<file path="src/rtl/arb_pkg.sv">
// Shared definitions for the four-requester round-robin grant arbiter.
package arb_pkg;

    localparam int unsigned NUM_REQ = 4;
    localparam int unsigned ID_W    = 2;

    typedef enum logic [1:0] {
        IDLE    = 2'd0,
        GRANT   = 2'd1,
        RELEASE = 2'd2
    } state_t;

    // Round-robin pick: first set request bit scanning ptr, ptr+1, ptr+2, ptr+3.
    // Scanning downward and overwriting leaves the lowest offset as the winner.
    // The result is meaningless when req is all zero; callers check |req first.
    function automatic logic [ID_W-1:0] rr_pick(input logic [NUM_REQ-1:0] req,
                                                input logic [ID_W-1:0]    ptr);
        logic [ID_W-1:0] idx;
        logic [ID_W-1:0] pick;
        pick = ptr;
        for (int k = NUM_REQ - 1; k >= 0; k--) begin
            idx = ptr + ID_W'(k);
            if (req[idx]) begin
                pick = idx;
            end
        end
        return pick;
    endfunction

endpackage

</file>
<file path="src/rtl/twoxfourdec.sv">
// Enabled 2-to-4 one-hot decoder; all outputs low when En is low.
module twoxfourdec (
    input  logic       En,
    input  logic [1:0] Inp,
    output logic [3:0] Outp
);

    // One-hot decode of Inp, gated by En.
    always_comb begin
        // NOTE: assigning a default before any conditional keeps every path
        // driven, so no latch is inferred for a combinational output.
        Outp = 4'b0000;
        if (En) begin
            Outp[Inp] = 1'b1;
        end
    end

endmodule

</file>
<file path="src/rtl/dec_grant_arbiter.sv">
// Four-requester round-robin arbiter with a bounded hold time per owner and a
// one-cycle turnaround gap between grants. Grants are fully registered: the
// grant vector is a decode of the owner/enable registers, so there is no
// combinational path from Req to Gnt.
module dec_grant_arbiter
    import arb_pkg::*;
#(
    parameter int unsigned MAX_HOLD = 8
) (
    input  logic       Clk,
    input  logic       Rst,
    input  logic [3:0] Req,
    output logic [3:0] Gnt,
    output logic [1:0] Gnt_Id,
    output logic       Gnt_Vld,
    output logic       Busy
);

    localparam logic [3:0] HOLD_MAX = 4'(MAX_HOLD);

    state_t          state;
    logic [ID_W-1:0] owner;
    logic            gnt_en;
    logic [ID_W-1:0] ptr;
    logic [3:0]      hold_cnt;

    logic            owner_req;
    logic            hold_done;

    assign owner_req = Req[owner];
    assign hold_done = (hold_cnt == HOLD_MAX);

    // Arbitration FSM: pick a winner in IDLE/RELEASE, hold it in GRANT until
    // it drops its request or reaches MAX_HOLD, then force one idle cycle.
    always_ff @(posedge Clk) begin
        // NOTE: state registers use non-blocking assignments so every register
        // in this block sees the pre-edge values of the others.
        if (Rst) begin
            state    <= IDLE;
            owner    <= '0;
            gnt_en   <= 1'b0;
            ptr      <= '0;
            hold_cnt <= '0;
        end else begin
            case (state)
                IDLE, RELEASE: begin
                    if (|Req) begin
                        owner    <= rr_pick(Req, ptr);
                        gnt_en   <= 1'b1;
                        hold_cnt <= 4'd1;
                        state    <= GRANT;
                    end else begin
                        gnt_en   <= 1'b0;
                        state    <= IDLE;
                    end
                end
                GRANT: begin
                    // Other requesters are ignored here: no preemption.
                    if (!owner_req || hold_done) begin
                        gnt_en <= 1'b0;
                        ptr    <= owner + 2'd1;
                        state  <= RELEASE;
                    end else if (hold_cnt < HOLD_MAX) begin
                        hold_cnt <= hold_cnt + 4'd1;
                    end
                end
                default: begin
                    gnt_en <= 1'b0;
                    state  <= IDLE;
                end
            endcase
        end
    end

    // Grant vector is the decoded owner register, gated by the enable register.
    twoxfourdec u_dec (
        .En   (gnt_en),
        .Inp  (owner),
        .Outp (Gnt)
    );

    assign Gnt_Vld = |Gnt;
    assign Gnt_Id  = owner & {ID_W{gnt_en}};
    assign Busy    = (state == GRANT) || (state == RELEASE);

endmodule

</file>
<file path="config.mk">
export PLATFORM = sky130hd
export DESIGN_NAME = dec_grant_arbiter
export DESIGN_NICKNAME = d
export VERILOG_FILES = /design/src/rtl/arb_pkg.sv /design/src/rtl/twoxfourdec.sv /design/src/rtl/dec_grant_arbiter.sv
export SDC_FILE = /design/constraint.sdc
export NUM_CORES = 1
export LEC_CHECK = 0
export ABC_AREA = 1
export CAP_MARGIN = 20
export CORE_MARGIN = 5
export CORE_UTILIZATION = 53
export DETAILED_ROUTE_END_ITERATION = 8
export PLACE_DENSITY = 0.78
export SLEW_MARGIN = 10
export SYNTH_ARGS = -nofsm -noshare
export SYNTH_HDL_FRONTEND = slang
export SYNTH_SLANG_ARGS = --single-unit
</file>
<file path="constraint.sdc">
create_clock -name Clk -period 1.6 [get_ports Clk]
set_clock_uncertainty 0.15 [all_clocks]
set_input_delay 0.32 -clock Clk [delete_from_list [all_inputs] [get_ports Clk]]
set_output_delay 0.32 -clock Clk [all_outputs]
set_load 0.02 [all_outputs]
</file>
==> results.ini, run 1 <==
[floorplanning]
core_um2 = 1730
die_w_um = 52.6
row_count = 15
start_util = 0.558
die_h_um = 52.6
fp.dieArea_um2 = 2770
pin_count = 14

[logic_synthesis]
synth_edf_count = 0
syn_avg_cell_area_um2 = 6.42
synthArstFlopShare = 0
synth_common_cells = nand2_1, inv_1, nand3_1
netlist-cell-type-count = 22
synth.ff_latch_count = 11
synth.cell_area_um2 = 963
synth_top_cell_by_area = dfxtp_1
syn_nets = 166
synth_top_area_share = 0.229
synth_top_cells_by_area = dfxtp_1, nand2_1, ha_1
synth.most_common_cell = nand2_1
synthFlopType = dfxtp_1
syn_inst = 150
synth_warnings = 0
ys_seq_area_frac = 0.229

[sta]
drv_slew = 0
max_freq_mhz = 577
fin_crit_ns = 1.73
worst_slack_ns = -0.133
finalSetupViolCount = 6
worst_slew_pin_slew_ns = 0.288
finalHoldViolations = 0
rsz0062_at_grt = true
period_share = 1.08
slew_headroom = 0.806

[clock_network]
htreeDepth = 1
cts_sinks = 11
cts_tree = yes
worst_skew_pair.late_latency_ns = 0.27
cts_buffers = 3
hold_buffers = 0
clock-root-buffer = clkbuf_4
clk_path_buf_depth = 2
clk_pin_slew_ns = 0.06

[layout]
antennaDiodeCount = 0
fin_util = 0.831
drive_gt1_frac = 0.443
fill_cells = 112
area_delta_synth_final_pct = 49.0
finalNonFillerCells = 210
layout.nets = 202

[grt]
grt_util_met3 = 0.0541
grt_max_degree = 10
use_met1 = 0.235
grt_antenna_before_repair = 0
gr-max-usage-layer = met2
grt_pass1_wl_um = 4470
grt.total_usage = 0.217
use_met2 = 0.407
grt-ovfl-total = 0
grt_pass1_vias = 1029

[routing]
wl_per_cell_um = 13.3
routed_via_density = 5.07
wirelength_um = 2780
drc = 0
drtIter0Drc = 32
ant_nets = 0
firstDrtPassIters = 5
num_vias = 1064

[placement]
place_ws_ns = -0.293
place_hpwl_um = 1940
portBuffers = 13
dp_cells = 206
gp_congestion = 0.878

[power]
power_leakage_uw = 0.000727
vdd_drop_max_v = 0.00121
p_per_area_nw_per_um2 = 1870

[critical_path]
worstSetupPathType = flip-flop to flip-flop
cp_data_required_time_ns = 1.61
cp-end-kind = flip-flop
crit_arrival_ns = 1.74
crit_fanout = 5
start_kind = flip-flop

[status]
violations = negative setup slack
status = complete, but fails checks

[hold_path]
hold_path_class = flip-flop to flip-flop

[job]
cap_viol_max_count = 0

[worst max-delay path, cell delays in order, from the launching register on]
cell	delay [ns]
dfxtp_2	0.35
inv_2	0.06
buf_6	0.11
ha_4	0.15
nor2_4	0.13
nand2_2	0.08
a21boi_4	0.28
nand3_1	0.18
nand2_2	0.10
nor2_1	0.04
[area by class of cell]
| class | count | area (um2) | area share |
|---|---|---|---|
| clock buffer | 4 | 26.3 | 0.0183 |
| inverter | 27 | 109 | 0.0758 |
| multi-input combinational | 111 | 769 | 0.536 |
| sequential | 11 | 233 | 0.162 |
| tap | 25 | 31.3 | 0.0218 |
| timing repair buffer | 32 | 267 | 0.186 |
[through the flow]
stage               total power (uW)  setup TNS [ns]  hold slack (ns)  area [um2]
floorplan                       1380               0            0.239         963
global placement                2050           -2.85            0.314        1260
detailed placement              2110           -3.59            0.332        1260
CTS                             2440         -0.0798            0.342        1330
global route                    2900          -0.757            0.359        1440
finish                          2680          -0.310            0.341        1440
[layer usage]
layer / share of wire / wire length [um]
met4: 0.0097 / 27
met5: 0 / 0
met1: 0.41 / 1150
met2: 0.53 / 1470
met3: 0.050 / 139
[cell usage in the layout (no fill, tap or decap), drive strengths merged]
cell / instances
a21boi: 1
a21oi: 9
a31oi: 1
buf: 27
clkbuf: 4
clkdlybuf4s50: 4
dfxtp: 11
dlymetal6s2s: 1
ha: 10
inv: 27
nand2: 54
nand3: 16
nand4: 1
nor2: 8
nor3: 1
o211ai: 1
o21ai: 8
xnor2: 1
[worst paths after layout]
check / cells after the start / slack, ns / to / from
worst max-delay path: 9 / -0.13 / hold_cnt[0]$_SDFFE_PP0P_ / state[0]$_SDFFE_PP0P_
worst min-delay path: 2 / 0.34 / hold_cnt[1]$_SDFFE_PP0P_ / hold_cnt[1]$_SDFFE_PP0P_
worst max register to register: 9 / -0.13 / hold_cnt[0]$_SDFFE_PP0P_ / state[0]$_SDFFE_PP0P_
worst min register to register: 2 / 0.34 / hold_cnt[1]$_SDFFE_PP0P_ / hold_cnt[1]$_SDFFE_PP0P_
[sequential cells by signal, summed over array words and instances (netlist names)]
signal and cells:
gnt_en 1, state 2, hold_cnt 4, owner 2, ptr 2
[what timing repair did]
item | CTS | global route
endpoints found under the setup margin | 15 | 17
pin swaps | 5 | 12
buffers inserted | 1 | 0
gates resized for setup | 60 | 32
[cell families (layout without fill, tap and decap cells)]
| family | count (synthesis) | in the layout | synth area share |
|---|---|---|---|
| xor+xnor | 1 | 1 | 0.00909 |
| buf+inv | 28 | 63 | 0.117 |
| compound gates | 20 | 20 | 0.122 |
| fa+ha+maj | 10 | 10 | 0.130 |
| simple gates | 80 | 80 | 0.394 |
| flops | 11 | 11 | 0.229 |
[power by group]
part	switching, uW	leakage [uW]	internal [uW]
Sequential	165	0.0000930	392
Clock	92.4	0.0000150	96.4
Combinational	1080	0.000619	855
Total	1340	0.000727	1340
Power figures use the tool's default switching activity.
==> run 2: changes to the inputs <==
- CORE_MARGIN: 5 -> unset
==> run 2 against run 1 <==
The run still ends with negative setup slack left. Non-clock buffer count increased by 1. Sequential cell count unchanged. Routed wire length about the same. First-iteration DRC count decreased by 22%. Critical path type is now flip-flop to primary output. Largest cell class unchanged.
==> results.ini, run 2 (synthesis gave the netlist of run 1 again) <==
[critical_path]
r2r_start = state[1]$_SDFFE_PP0P_  ; was state[0]$_SDFFE_PP0P_
reg2reg_depth = 9  ; unchanged
crit_arrival_ns = 1.20  ; was 1.74 ns
worstReg2RegEnd = hold_cnt[0]$_SDFFE_PP0P_  ; unchanged
worstSetupPathType = flip-flop to primary output  ; was flip-flop to flip-flop
cp-end-kind = primary output  ; was flip-flop
crit_fanout = 4  ; was 5
start_kind = flip-flop  ; unchanged
rrSetupSlack_ns = -0.05  ; was -0.13 ns
cp_data_required_time_ns = 1.13  ; was 1.61 ns

[hold_path]
worst_hold_path.endpoint = hold_cnt[1]$_SDFFE_PP0P_  ; unchanged
hold_path_class = flip-flop to flip-flop  ; unchanged
hold_depth = 2  ; unchanged
min_from = hold_cnt[1]$_SDFFE_PP0P_  ; unchanged

[sta]
period_share = 1.04  ; was 1.08
max_freq_mhz = 600  ; was 577 MHz
drv_slew = 0  ; unchanged
worst_slack_ns = -0.0672  ; was -0.133 ns
finalSetupViolCount = 7  ; was 6
fin_crit_ns = 1.67  ; was 1.73 ns
slew_headroom = 0.825  ; was 0.806
worst_slew_pin_slew_ns = 0.260  ; was 0.288 ns
finalHoldViolations = 0  ; unchanged
rsz0062_at_grt = true  ; unchanged
hold_slack_ns = 0.349  ; was 0.341 ns
setup-tns-final_ns = -0.211  ; was -0.310 ns

[grt]
grt.total_usage = 0.288  ; was 0.217
grt_pass1_vias = 1039  ; was 1029
grt_pass1_wl_um = 4200  ; was 4470 um
use_met2 = 0.524  ; was 0.407
grt-ovfl-total = 0  ; unchanged
use_met1 = 0.319  ; was 0.235
gr-max-usage-layer = met2  ; unchanged
grt_antenna_before_repair = 0  ; unchanged
grt_max_degree = 10  ; unchanged
grt_util_met3 = 0.0245  ; was 0.0541

[placement]
gp_congestion = 0.883  ; was 0.878
dpl_cell_area_um2 = 1250  ; was 1260 um2
place_hpwl_um = 1840  ; was 1940 um
portBuffers = 13  ; unchanged

[clock_network]
worst_skew_pair.late_latency_ns = 0.28  ; was 0.27 ns
clock-root-buffer = clkbuf_4  ; unchanged
clk_pin_slew_ns = 0.07  ; was 0.06 ns
clk_path_buf_depth = 2  ; unchanged
htreeDepth = 1  ; unchanged
cts_buffers = 3  ; unchanged
hold_buffers = 0  ; unchanged
cts_tree = yes  ; unchanged
cts_sinks = 11  ; unchanged

[routing]
num_vias = 1102  ; was 1064
drtIter0Drc = 25  ; was 32
wirelength_um = 2790  ; was 2780 um
wl_per_cell_um = 13.2  ; was 13.3 um
routed_via_density = 5.22  ; was 5.07
drc = 0  ; unchanged
ant_nets = 0  ; unchanged
firstDrtPassIters = 4  ; was 5

[layout]
drive_gt1_frac = 0.419  ; was 0.443
final_cell_mix = nand2_1, buf_4, inv_1  ; unchanged
largest_reg_flops = 4  ; unchanged
layout.nets = 203  ; was 202
fin_area_um2 = 1440  ; about the same
regMostFlops = hold_cnt  ; unchanged
area_delta_synth_final_pct = 49.1  ; was 49.0%
fin_util = 0.841  ; was 0.831
final_common_cell = nand2_1  ; unchanged
antennaDiodeCount = 0  ; unchanged

[floorplanning]
pin_count = 14  ; unchanged
row_count = 15  ; unchanged
start_util = 0.564  ; was 0.558
die_h_um = 44.6  ; was 52.6 um
core_um2 = 1710  ; was 1730 um2
fp.dieArea_um2 = 1990  ; was 2770 um2
die_w_um = 44.6  ; was 52.6 um

[power]
p_total_uw = 2500  ; was 2680 uW
power_leakage_uw = 0.000747  ; was 0.000727 uW
p_per_area_nw_per_um2 = 1740  ; was 1870 nW/um2
vdd_drop_max_v = 0.00127  ; was 0.00121 V

[status]
violations = negative setup slack  ; unchanged
status = complete, but fails checks  ; unchanged

[job]
cap_viol_max_count = 0  ; unchanged

-- run 2: final cells by class --
type	count	area [um2]
inverters	27	109
well taps	25	31.3
flip-flops and latches	11	233
multi-input cells	111	746
fillers	102	272
clock buffers	4	26.3
repair buffers	33	292
-- run 2: power by group --
part	total, uW	switching (uW)	leakage, uW	internal, uW
clock	197	100	0.0000150	96.8
sequential	513	135	0.0000930	378
combinational	1790	984	0.000639	803
total	2500	1220	0.000747	1280
-- run 2: how the worst max path moves through the flow --
| stage | startpoint | endpoint | slack (ns) | cells after the start |
|---|---|---|---|---|
| floorplan | state[0]$_SDFFE_PP0P_ | hold_cnt[0]$_SDFFE_PP0P_ | 0.14 | 9 |
| global placement | owner[1]$_SDFFE_PP0P_ | Gnt_Vld | -0.23 | 5 |
| detailed placement | owner[1]$_SDFFE_PP0P_ | Gnt_Vld | -0.26 | 5 |
| CTS | owner[0]$_SDFFE_PP0P_ | Gnt[2] | -0.08 | 6 |
| global route | owner[1]$_SDFFE_PP0P_ | Gnt_Vld | -0.12 | 5 |
| finish | owner[1]$_SDFFE_PP0P_ | Gnt_Vld | -0.07 | 5 |
-- run 2: per-stage QoR --
| step | cells | setup slack [ns] |
|---|---|---|
| 6_report | 211 | -0.0672 |
| 3_3_place_gp | 204 | -0.227 |
| 4_1_cts | 212 | -0.0781 |
| 3_5_place_dp | 204 | -0.261 |
| 5_1_grt | 211 | -0.122 |
| 2_1_floorplan | 150 | 0.136 |
-- run 2: critical path, cell delays in order, from the launching register on --
cell and delay, ns:
dfxtp_4 0.38, inv_4 0.05, ha_2 0.17, nand2_2 0.08
nand4_1 0.08, buf_4 0.16
-- run 2: what timing repair did --
action	CTS	global route
pin swaps	5	8
buffers inserted	4	0
setup endpoints to repair	13	17
resized for setup	44	46
gates cloned	0	0
-- run 2: routing by layer --
metal	vias up	wire, um
met5	-	0
met4	0	129
met3	15	89
met2	36	1490
met1	509	1080
li1	542	-
==> run 3: changes to the inputs <==
- CORE_UTILIZATION: 53 -> 58
- DONT_BUFFER_PORTS: unset -> 1
- PLACE_DENSITY: 0.78 -> 0.8
==> run 3 against run 2 <==
The run still ends with negative setup slack left. Non-clock buffer count decreased by 22. Worst setup slack got worse by 0.036 ns. Count of clock-buffer cells in the layout unchanged. Sequential cell count unchanged. Critical path type unchanged. Critical endpoint unchanged. Largest cell class unchanged. Highest routed layer unchanged.
==> results.ini, run 3 (synthesis gave the netlist of run 1 again) <==
[critical_path]
crit_arrival_ns = 1.23  ; was 1.20 ns
crit_chain = buf_6 > ha_4 > nand2_2 > nand4_1  ; was inv_4 > ha_2 > nand2_2 > nand4_1 > buf_4
worstSetupPathType = flip-flop to primary output  ; unchanged
crit_slowest_cell = dfxtp_4  ; unchanged
cp_data_required_time_ns = 1.13  ; about the same
start_kind = flip-flop  ; unchanged
crit_fanout = 3  ; was 4
cp-end-kind = primary output  ; unchanged
critical-path-max-stage-delay_ns = 0.37  ; was 0.38 ns

[sta]
finalSetupViolCount = 3  ; was 7
max_freq_mhz = 587  ; was 600 MHz
worst_slack_ns = -0.103  ; was -0.0672 ns
finalHoldViolations = 0  ; unchanged
hold_slack_ns = 0.0288  ; was 0.349 ns
slew_headroom = 0.819  ; was 0.825
drv_slew = 0  ; unchanged
period_share = 1.06  ; was 1.04
fin_crit_ns = 1.70  ; was 1.67 ns
rsz0062_at_grt = true  ; unchanged
worst_slew_pin_slew_ns = 0.271  ; was 0.260 ns

[clock_network]
clk_pin_slew_ns = 0.07  ; about the same
cts_sinks = 11  ; unchanged
cts_tree = yes  ; unchanged
clk_path_buf_depth = 2  ; unchanged
cts_buffers = 3  ; unchanged
clock-root-buffer = clkbuf_4  ; unchanged
htreeDepth = 1  ; unchanged
worst_skew_pair.late_latency_ns = 0.27  ; was 0.28 ns

[routing]
wirelength_um = 2120  ; was 2790 um
firstDrtPassIters = 4  ; unchanged
drc = 0  ; unchanged
routed_via_density = 5.51  ; was 5.22
num_vias = 991  ; was 1102
ant_nets = 0  ; unchanged
drtIter0Drc = 23  ; was 25
wl_per_cell_um = 11.8  ; was 13.2 um

[grt]
grt-ovfl-total = 0  ; unchanged
grt_pass1_vias = 929  ; was 1039
grt_pass1_wl_um = 3590  ; was 4200 um
grt_max_degree = 9  ; was 10
grt.total_usage = 0.254  ; was 0.288
grt_antenna_before_repair = 0  ; unchanged

[power]
power_leakage_uw = 0.000590  ; was 0.000747 uW
p_per_area_nw_per_um2 = 1740  ; about the same
p_seq_frac = 0.240  ; was 0.206
p_comb_frac = 0.666  ; was 0.716
vdd_drop_max_v = 0.00128  ; was 0.00127 V
p_sw_frac = 0.511  ; was 0.488
power_frac_clock = 0.095  ; was 0.079
intPower_uw = 989  ; was 1280 uW
p_switching_uw = 1030  ; was 1220 uW

[placement]
place_ws_ns = -0.00940  ; was -0.261 ns
gp_congestion = 0.820  ; was 0.883
place_hpwl_um = 1520  ; was 1840 um
portBuffers = 0  ; was 13
dpl_cell_area_um2 = 1010  ; was 1250 um2

[floorplanning]
start_util = 0.632  ; was 0.564
pin_count = 14  ; unchanged
die_h_um = 42.8  ; was 44.6 um
row_count = 14  ; was 15
core_um2 = 1520  ; was 1710 um2
fp.dieArea_um2 = 1830  ; was 1990 um2
die_w_um = 42.8  ; was 44.6 um

[layout]
drive_gt1_frac = 0.287  ; was 0.419
largest_reg_flops = 4  ; unchanged
final_cell_mix = nand2_1, inv_1, nand3_1  ; was nand2_1, buf_4, inv_1
seq_area_um2 = 228  ; was 233 um2
fill_cells = 122  ; was 102
regMostFlops = hold_cnt  ; unchanged
final_common_cell = nand2_1  ; unchanged
fin_area_um2 = 1160  ; was 1440 um2
layout.nets = 181  ; was 203
antennaDiodeCount = 0  ; unchanged
multi_input_area_um2 = 688  ; was 746 um2
area_delta_synth_final_pct = 20.5  ; was 49.1%

[status]
status = complete, but fails checks  ; unchanged
violations = negative setup slack  ; unchanged

[job]
cap_viol_max_count = 0  ; unchanged

[hold_path]
hold_path_class = input port to flip-flop  ; was flip-flop to flip-flop

-- run 3: cell types whose count changed in the layout (fill, tap and decap cells not counted), moves of 3 or more --
cell,before,now
dlymetal6s2s_1,3,0
inv_2,9,5
inv_1,16,20
buf_2,3,0
nand2_1,40,43
buf_4,19,8
buf_6,5,2
-- run 3: repair_timing --
item | in CTS | in global routing
gates cloned | 0 | 0
pin swaps | 3 | 1
setup buffers | 3 | 2
endpoints found under the setup margin | 10 | 13
resized for setup | 18 | 7
hold endpoints to repair | 5 | 0
hold buffers | 1 | 0
-- run 3: cell type report --
type	count	area share
multi-input cells	111	0.593
flip-flops and latches	11	0.196
inverters	27	0.0916
repair buffers	11	0.0797
clock buffers	4	0.0226
well taps	16	0.0172
-- run 3: worst paths after layout --
kind,endpoint,slack (ns),from,depth (start not counted)
setup / recovery,Gnt_Vld,-0.10,owner[0]$_SDFFE_PP0P_,4
hold / removal,owner[0]$_SDFFE_PP0P_,0.03,Rst,3
setup reg to reg,hold_cnt[2]$_SDFFE_PP0P_,0.08,state[0]$_SDFFE_PP0P_,8
hold reg to reg,hold_cnt[3]$_SDFFE_PP0P_,0.35,hold_cnt[3]$_SDFFE_PP0P_,2
-- run 3: power groups by stage --
stage          logic, uW  clock network (uW)  registers [uW]
6_report            1350                 191             485
3_5_place_dp        1130                   0             468
2_1_floorplan        926                   0             450
3_3_place_gp        1110                   0             460
5_1_grt             1490                 209             500
4_1_cts             1260                 196             479
-- run 3: metrics by stage --
stage / util / instances / setup TNS [ns] / power (uW)
floorplan: - / 150 / 0 / 1380
global placement: 0.663 / 170 / 0 / 1570
detailed placement: 0.663 / 170 / -0.00940 / 1600
CTS: 0.743 / 178 / -0.100 / 1930
global route: 0.762 / 180 / -0.309 / 2200
finish: 0.762 / 180 / -0.146 / 2020
-- run 3: critical path, delay by kind of cell (launching register included) --
| family | cells | cell delay, ns |
|---|---|---|
| AND/OR/NAND/NOR | 2 | 0.32 |
| flip-flops | 1 | 0.37 |
| adder cells (fa/ha/maj) | 1 | 0.15 |
| buffers and inverters | 1 | 0.13 |
-- run 3: routing by layer --
layer	wire length (um)	global-route usage
met2	1130	0.467
met4	57	0.150
met3	111	0.0255
met1	826	0.274
met5	0	0
